### src/rtl/icache_responder.sv
// Direct-mapped instruction cache responder (4-word lines) between fetch and backing memory.
// Optional hit/miss counters are built only when ICACHE_PERF_EN is defined.
module icache_responder #(
   parameter int INDEX_BITS = 4
) (
   input  logic        clk,
   input  logic        resetn,
   input  logic        req,
   input  logic [31:0] addr,
   output logic [31:0] rdata,
   output logic        data_ok,
   output logic        mem_req,
   output logic [31:0] mem_addr,
   input  logic [31:0] mem_rdata,
   input  logic        mem_ok,
   output logic [31:0] hit_cnt,
   output logic [31:0] miss_cnt
);
   localparam int LINES = 1 << INDEX_BITS;
   localparam int TAG_W = 28 - INDEX_BITS;

   typedef enum logic [1:0] {S_IDLE, S_LOOKUP, S_REFILL, S_RESP} state_t;

   state_t                  r_state;
   state_t                  w_state_next;
   logic [31:0]             r_req_addr;
   logic [1:0]              r_cnt;
   logic [LINES-1:0]        r_valid;
   logic [TAG_W-1:0]        r_tag_mem  [LINES];
   logic [31:0]             r_data_mem [LINES*4];
   logic [TAG_W-1:0]        r_tag_q;
   logic [31:0]             r_data_q;
   logic [31:0]             r_rdata;

   logic [INDEX_BITS-1:0]   w_in_index;
   logic [INDEX_BITS-1:0]   w_req_index;
   logic [TAG_W-1:0]        w_req_tag;
   logic                    w_hit;
   logic                    w_lookup_hit;
   logic                    w_lookup_miss;
   logic                    w_fill_word;
   logic                    w_refill_done;
   logic                    w_unused;

   assign w_in_index    = addr[INDEX_BITS+3:4];
   assign w_req_index   = r_req_addr[INDEX_BITS+3:4];
   assign w_req_tag     = r_req_addr[31:INDEX_BITS+4];
   assign w_hit         = r_valid[w_req_index] && (r_tag_q == w_req_tag);
   assign w_lookup_hit  = (r_state == S_LOOKUP) && w_hit;
   assign w_lookup_miss = (r_state == S_LOOKUP) && !w_hit;
   assign w_fill_word   = (r_state == S_REFILL) && mem_ok;
   assign w_refill_done = w_fill_word && (r_cnt == 2'd3);
   assign w_unused      = ^{addr[1:0], r_req_addr[1:0]};

   // Tag and data arrays: read registered when a request is sampled, so the
   // lookup cycle sees them; writes only happen during refill.
   always_ff @(posedge clk) begin
      if (r_state == S_IDLE && req) begin
         r_tag_q  <= r_tag_mem[w_in_index];
         r_data_q <= r_data_mem[{w_in_index, addr[3:2]}];
      end
      if (resetn && w_fill_word)
         r_data_mem[{w_req_index, r_cnt}] <= mem_rdata;
      if (resetn && w_refill_done)
         r_tag_mem[w_req_index] <= w_req_tag;
   end

   generate
      for (genvar gi = 0; gi < LINES; gi++) begin : g_valid
         always_ff @(posedge clk) begin
            if (!resetn)
               r_valid[gi] <= 1'b0;
            else if (w_refill_done && (w_req_index == INDEX_BITS'(gi)))
               r_valid[gi] <= 1'b1;
         end
      end
   endgenerate

   always_ff @(posedge clk) begin
      if (!resetn) begin
         r_state    <= S_IDLE;
         r_cnt      <= 2'd0;
         r_req_addr <= 32'd0;
         r_rdata    <= 32'd0;
      end else begin
         r_state <= w_state_next;
         if (r_state == S_IDLE && req)
            r_req_addr <= addr;
         if (r_state == S_LOOKUP)
            r_cnt <= 2'd0;
         else if (w_fill_word)
            r_cnt <= r_cnt + 2'd1;
         // Hold the last word actually delivered so rdata never shows stale X.
         if (w_lookup_hit)
            r_rdata <= r_data_q;
         else if (w_fill_word && (r_cnt == r_req_addr[3:2]))
            r_rdata <= mem_rdata;
      end
   end

   always_comb begin
      w_state_next = r_state;
      case (r_state)
         S_IDLE:   if (req) w_state_next = S_LOOKUP;
         S_LOOKUP: w_state_next = w_hit ? S_IDLE : S_REFILL;
         S_REFILL: if (w_refill_done) w_state_next = req ? S_RESP : S_IDLE;
         S_RESP:   w_state_next = S_IDLE;
         default:  w_state_next = S_IDLE;
      endcase
   end

   assign mem_req  = (r_state == S_REFILL);
   assign mem_addr = (r_state == S_REFILL) ? {r_req_addr[31:4], r_cnt, 2'b00} : 32'd0;
   assign data_ok  = w_lookup_hit || (r_state == S_RESP);
   assign rdata    = w_lookup_hit ? r_data_q : r_rdata;

`ifdef ICACHE_PERF_EN
   logic [31:0] r_hit_cnt;
   logic [31:0] r_miss_cnt;

   always_ff @(posedge clk) begin
      if (!resetn) begin
         r_hit_cnt  <= 32'd0;
         r_miss_cnt <= 32'd0;
      end else begin
         if (w_lookup_hit)
            r_hit_cnt <= r_hit_cnt + 32'd1;
         if (w_lookup_miss)
            r_miss_cnt <= r_miss_cnt + 32'd1;
      end
   end

   assign hit_cnt  = r_hit_cnt;
   assign miss_cnt = r_miss_cnt;
`else
   assign hit_cnt  = 32'd0;
   assign miss_cnt = 32'd0;
`endif
endmodule

### config.mk
export PLATFORM = sky130hd
export DESIGN_NAME = icache_responder
export DESIGN_NICKNAME = d
export VERILOG_FILES = /design/src/rtl/icache_responder.sv
export SDC_FILE = /design/constraint.sdc
export NUM_CORES = 2
export LEC_CHECK = 0
export BUFFER_PORTS_ARGS = -buffer_cell sky130_fd_sc_hd__buf_2
export CORE_MARGIN = 10
export CORE_UTILIZATION = 40
export DETAILED_ROUTE_END_ITERATION = 8
export PLACE_DENSITY_LB_ADDON = 0.2
export SYNTH_ARGS = -nofsm -noshare
export SYNTH_HDL_FRONTEND = slang
export SYNTH_SLANG_ARGS = --single-unit
export TNS_END_PERCENT = 50
### constraint.sdc
create_clock -name clk -period 3.49 [get_ports clk]
set_input_delay 0.698 -clock clk [delete_from_list [all_inputs] [get_ports clk]]
set_output_delay 0.698 -clock clk [all_outputs]
set_load 0.1 [all_outputs]
==> results.md <==
* Final hold slack at approximately 60 ps
* Gr usage total at 19.52%
* Unrepaired setup endpoints after global routing: yes
* P&R area growth vs syn at 18.18%
* Top-level I/O count at 198
* Std cell rows at about 180
* Peak supply drop at 0.0004173 V
* Sequential cell area fraction in the yosys report at 76.74%
* Synth cell types at 50
* Hold bufs inserted after CTS at 0
* Post-layout min period at 4061 ps
* Vias per std cell at 5.585
* CTS tree: done
* CTS buffer count at 286
* Worst setup margin at -570.5 ps
* Total die area at 269,100 sq um
* LEAKAGE at 0.03805 uW
* Synthesis warning total at 0
* Latest clock arrival within the worst-skew pair at 930 ps
* Failing checks: setup timing
* Clk buf depth at 4
* Final setup TNS at -17,790 ps
* Mapped Cells at between 4,000 and 5,000
* Post-route DRC at 0
* Max-Cap Viols at 0
* Crit Path Max Fanout at 7
* Commonest non-fill, non-tap cell in the layout: edfxtp_1
* Worst min-delay path class: input pin to register
* First-pass GRT wire length at 378.9 mm
* Critical path cell sequence: xnor2_1 > nand4_1 > nor4_4 > buf_4 > nand4_1 > buf_12 > buf_16 > mux2_4 > buf_12
* Post-synth ARST share at 0%
* Crit path buffers/inverters at 4
* Area post-placement at 108,700 sq um
* Layout cells sized above 1 at 33.74%
* Register area at 76,350 sq um
* Final critical-path share of the clock period at 116.3%
* Worst Path Arrival at 3360 ps
* CTS Sinks at between 2,000 and 3,000
* Most frequent cells in the layout: edfxtp_1, mux4_2, clkbuf_16, buf_4, mux2i_1
* Die Span Y at between 500 and 600 um
* Slew Limit Fails at 0
* Critical Path RT at 2790 ps
* Multi-input logic area at between 20,000 and 25,000 sq um
* Die W at 518.7 um
* Largest net degree at the start of global routing at between 70 and 80
* Setup Crit Path Kind: register to output pin
* Final Hold Viols at 0
* Routed len/inst at 31.31 um
* Vias in the first global route at 49,340
* Crit path largest cell delay at 400 ps
* Clock root buffer: clkbuf_16
* FILL cells at 20,363
* CP top delay family: simple AND/OR/NAND/NOR gates
* Initial DRT Pass Iterations at 6
* Gp weighted congestion at about 0.80
* CP Launch Type: register
* Slowest CP cell: nor4_4
* Synthesized cell area at 99,490 sq um
* H-tree Lvls at 5
* Antenna violations before repair at 21
* P per Cell Area at 561.5 nW/um^2
* Detail Placement HPWL at ~160 mm
* Initial DRC Count at 4,438
* PortBufs at 129
* Slew HR at 19.92%
* Core Region at 248,000 sq um
* Final setup vio count at 33
* Post-route ant nets at 0
* Post-synth EDFFs at 2,488
* Via count at 47,852
* Starting Density at 40.12%
* Synth Register Bits at 2,570
* Status: finished, violations left
* Final instance area at ~120,000 sq um
* Final wirelength at 268.2 mm
* Max Clk Rate at 246.3 MHz
* Main synth FF type: edfxtp_1
* Crit. End Element: output pin
* Worst-path clk slew at ~60 ps
* Final nets at around 5,000
* Layout Skew at roughly 57 ps
* Measured slew at the worst slew-check pin at 1201 ps
* Congestion Overflow GR at 0
* Mapped Avg Cell Area at around 22 sq um
[worst register-to-register path: cells and delay by family, from the launching register on]
family | cells | cell delay, ps
adder cells (fa/ha/maj) | 1 | 410
AND/OR/NAND/NOR | 2 | 720
flip-flops | 1 | 810
buffers and inverters | 1 | 480
[cells in the mapped netlist, types with 31 or more instances]
cell	number	area, sq um
edfxtp_1	2488	74710
o22ai_1	38	237.7
a21oi_1	34	170.2
buf_4	94	705.7
clkbuf_1	101	379.1
mux4_2	669	15070
buf_2	77	385.4
nor2_1	96	360.4
nand2_1	175	656.9
a21boi_0	31	232.7
mux2_2	84	945.9
dfxtp_1	82	1642
and2_1	32	200.2
mux2i_1	177	1772
[flip-flops by register name, indices dropped and copies added (netlist names)]
register and count:
r_rdata 32, r_tag_mem 384, r_cnt 2, r_data_q 32
r_data_mem 2048, r_req_addr 30, r_tag_q 24, r_state 2
r_valid 16
[where the power goes]
part / internal, uW / switching (uW)
logic: 1390 / 2410
registers: 34000 / 108
clock network: 16400 / 11700
[path summary, 6_finish.rpt]
path                                               start                           to  slack, ps  depth (start not counted)
worst min-delay path                            addr[27]  r_req_addr[27]$_SDFFE_PN0P_         60                          3
worst min register to register  r_valid[13]$_SDFFE_PN0P_     r_valid[13]$_SDFFE_PN0P_        450                          1
worst max register to register     r_cnt[0]$_SDFFE_PP0P_   r_tag_mem[8][20]$_DFFE_PP_        710                          4
worst max-delay path               r_tag_q[17]$_DFFE_PP_                    rdata[28]       -570                          9
[cell type report]
cell class                 instances  share of cell area [%]
tap                             3330                   3.543
timing repair buffer             547                   5.239
multi-input combinational       1616                   18.93
clock inverter                   128                  0.8609
inverter                           3                 0.01171
clock buffer                     364                   6.460
antenna                           10                 0.02128
sequential                      2570                   64.94
[what timing repair did]
| item | in CTS | in global routing |
|---|---|---|
| hold endpoints to repair | 0 | 0 |
| setup buffers | 3 | 0 |
| resized for setup | 23 | 2 |
| endpoints found under the setup margin | 33 | 33 |
| pin swaps | 6 | 2 |
| cloned | 4 | 0 |
[logic make-up (layout without fill, tap and decap cells)]
family	after synthesis	in the layout	synth area share, %
AOI/OAI and AO/OA	214	214	1.454
xor gates and xnor gates	26	26	0.2289
adders and majority gates	1	1	0.01257
buffers and inverters	311	1042	1.824
DFF	2570	2570	76.74
muxes	943	943	18.11
other	1	76	0.003769
and+or+nand+nor	366	366	1.621
[per-layer routing]
metal,share of wire (%),up-vias,wire length [um],GRT usage [%]
met2,50,1529,133400,32.66
met3,5.4,407,14540,2.890
met4,3.2,4,8671,6.140
li1,-,19701,-,-
met5,0.0078,-,21,0
met1,42,26211,111600,26.45
[metrics by stage]
step                utilization [%]  worst slack, ps  cells  power (uW)
global placement              43.84            43.18   8059       38530
detailed placement            43.84            75.34   8059       38580
floorplan                         -           -123.4   4497       36890
global route                  47.41           -670.7   8562       68030
CTS                           47.40           -655.5   8558       66680
finish                        47.42           -570.5   8568       66020
No activity file was read; power rests on OpenSTA's default activity.
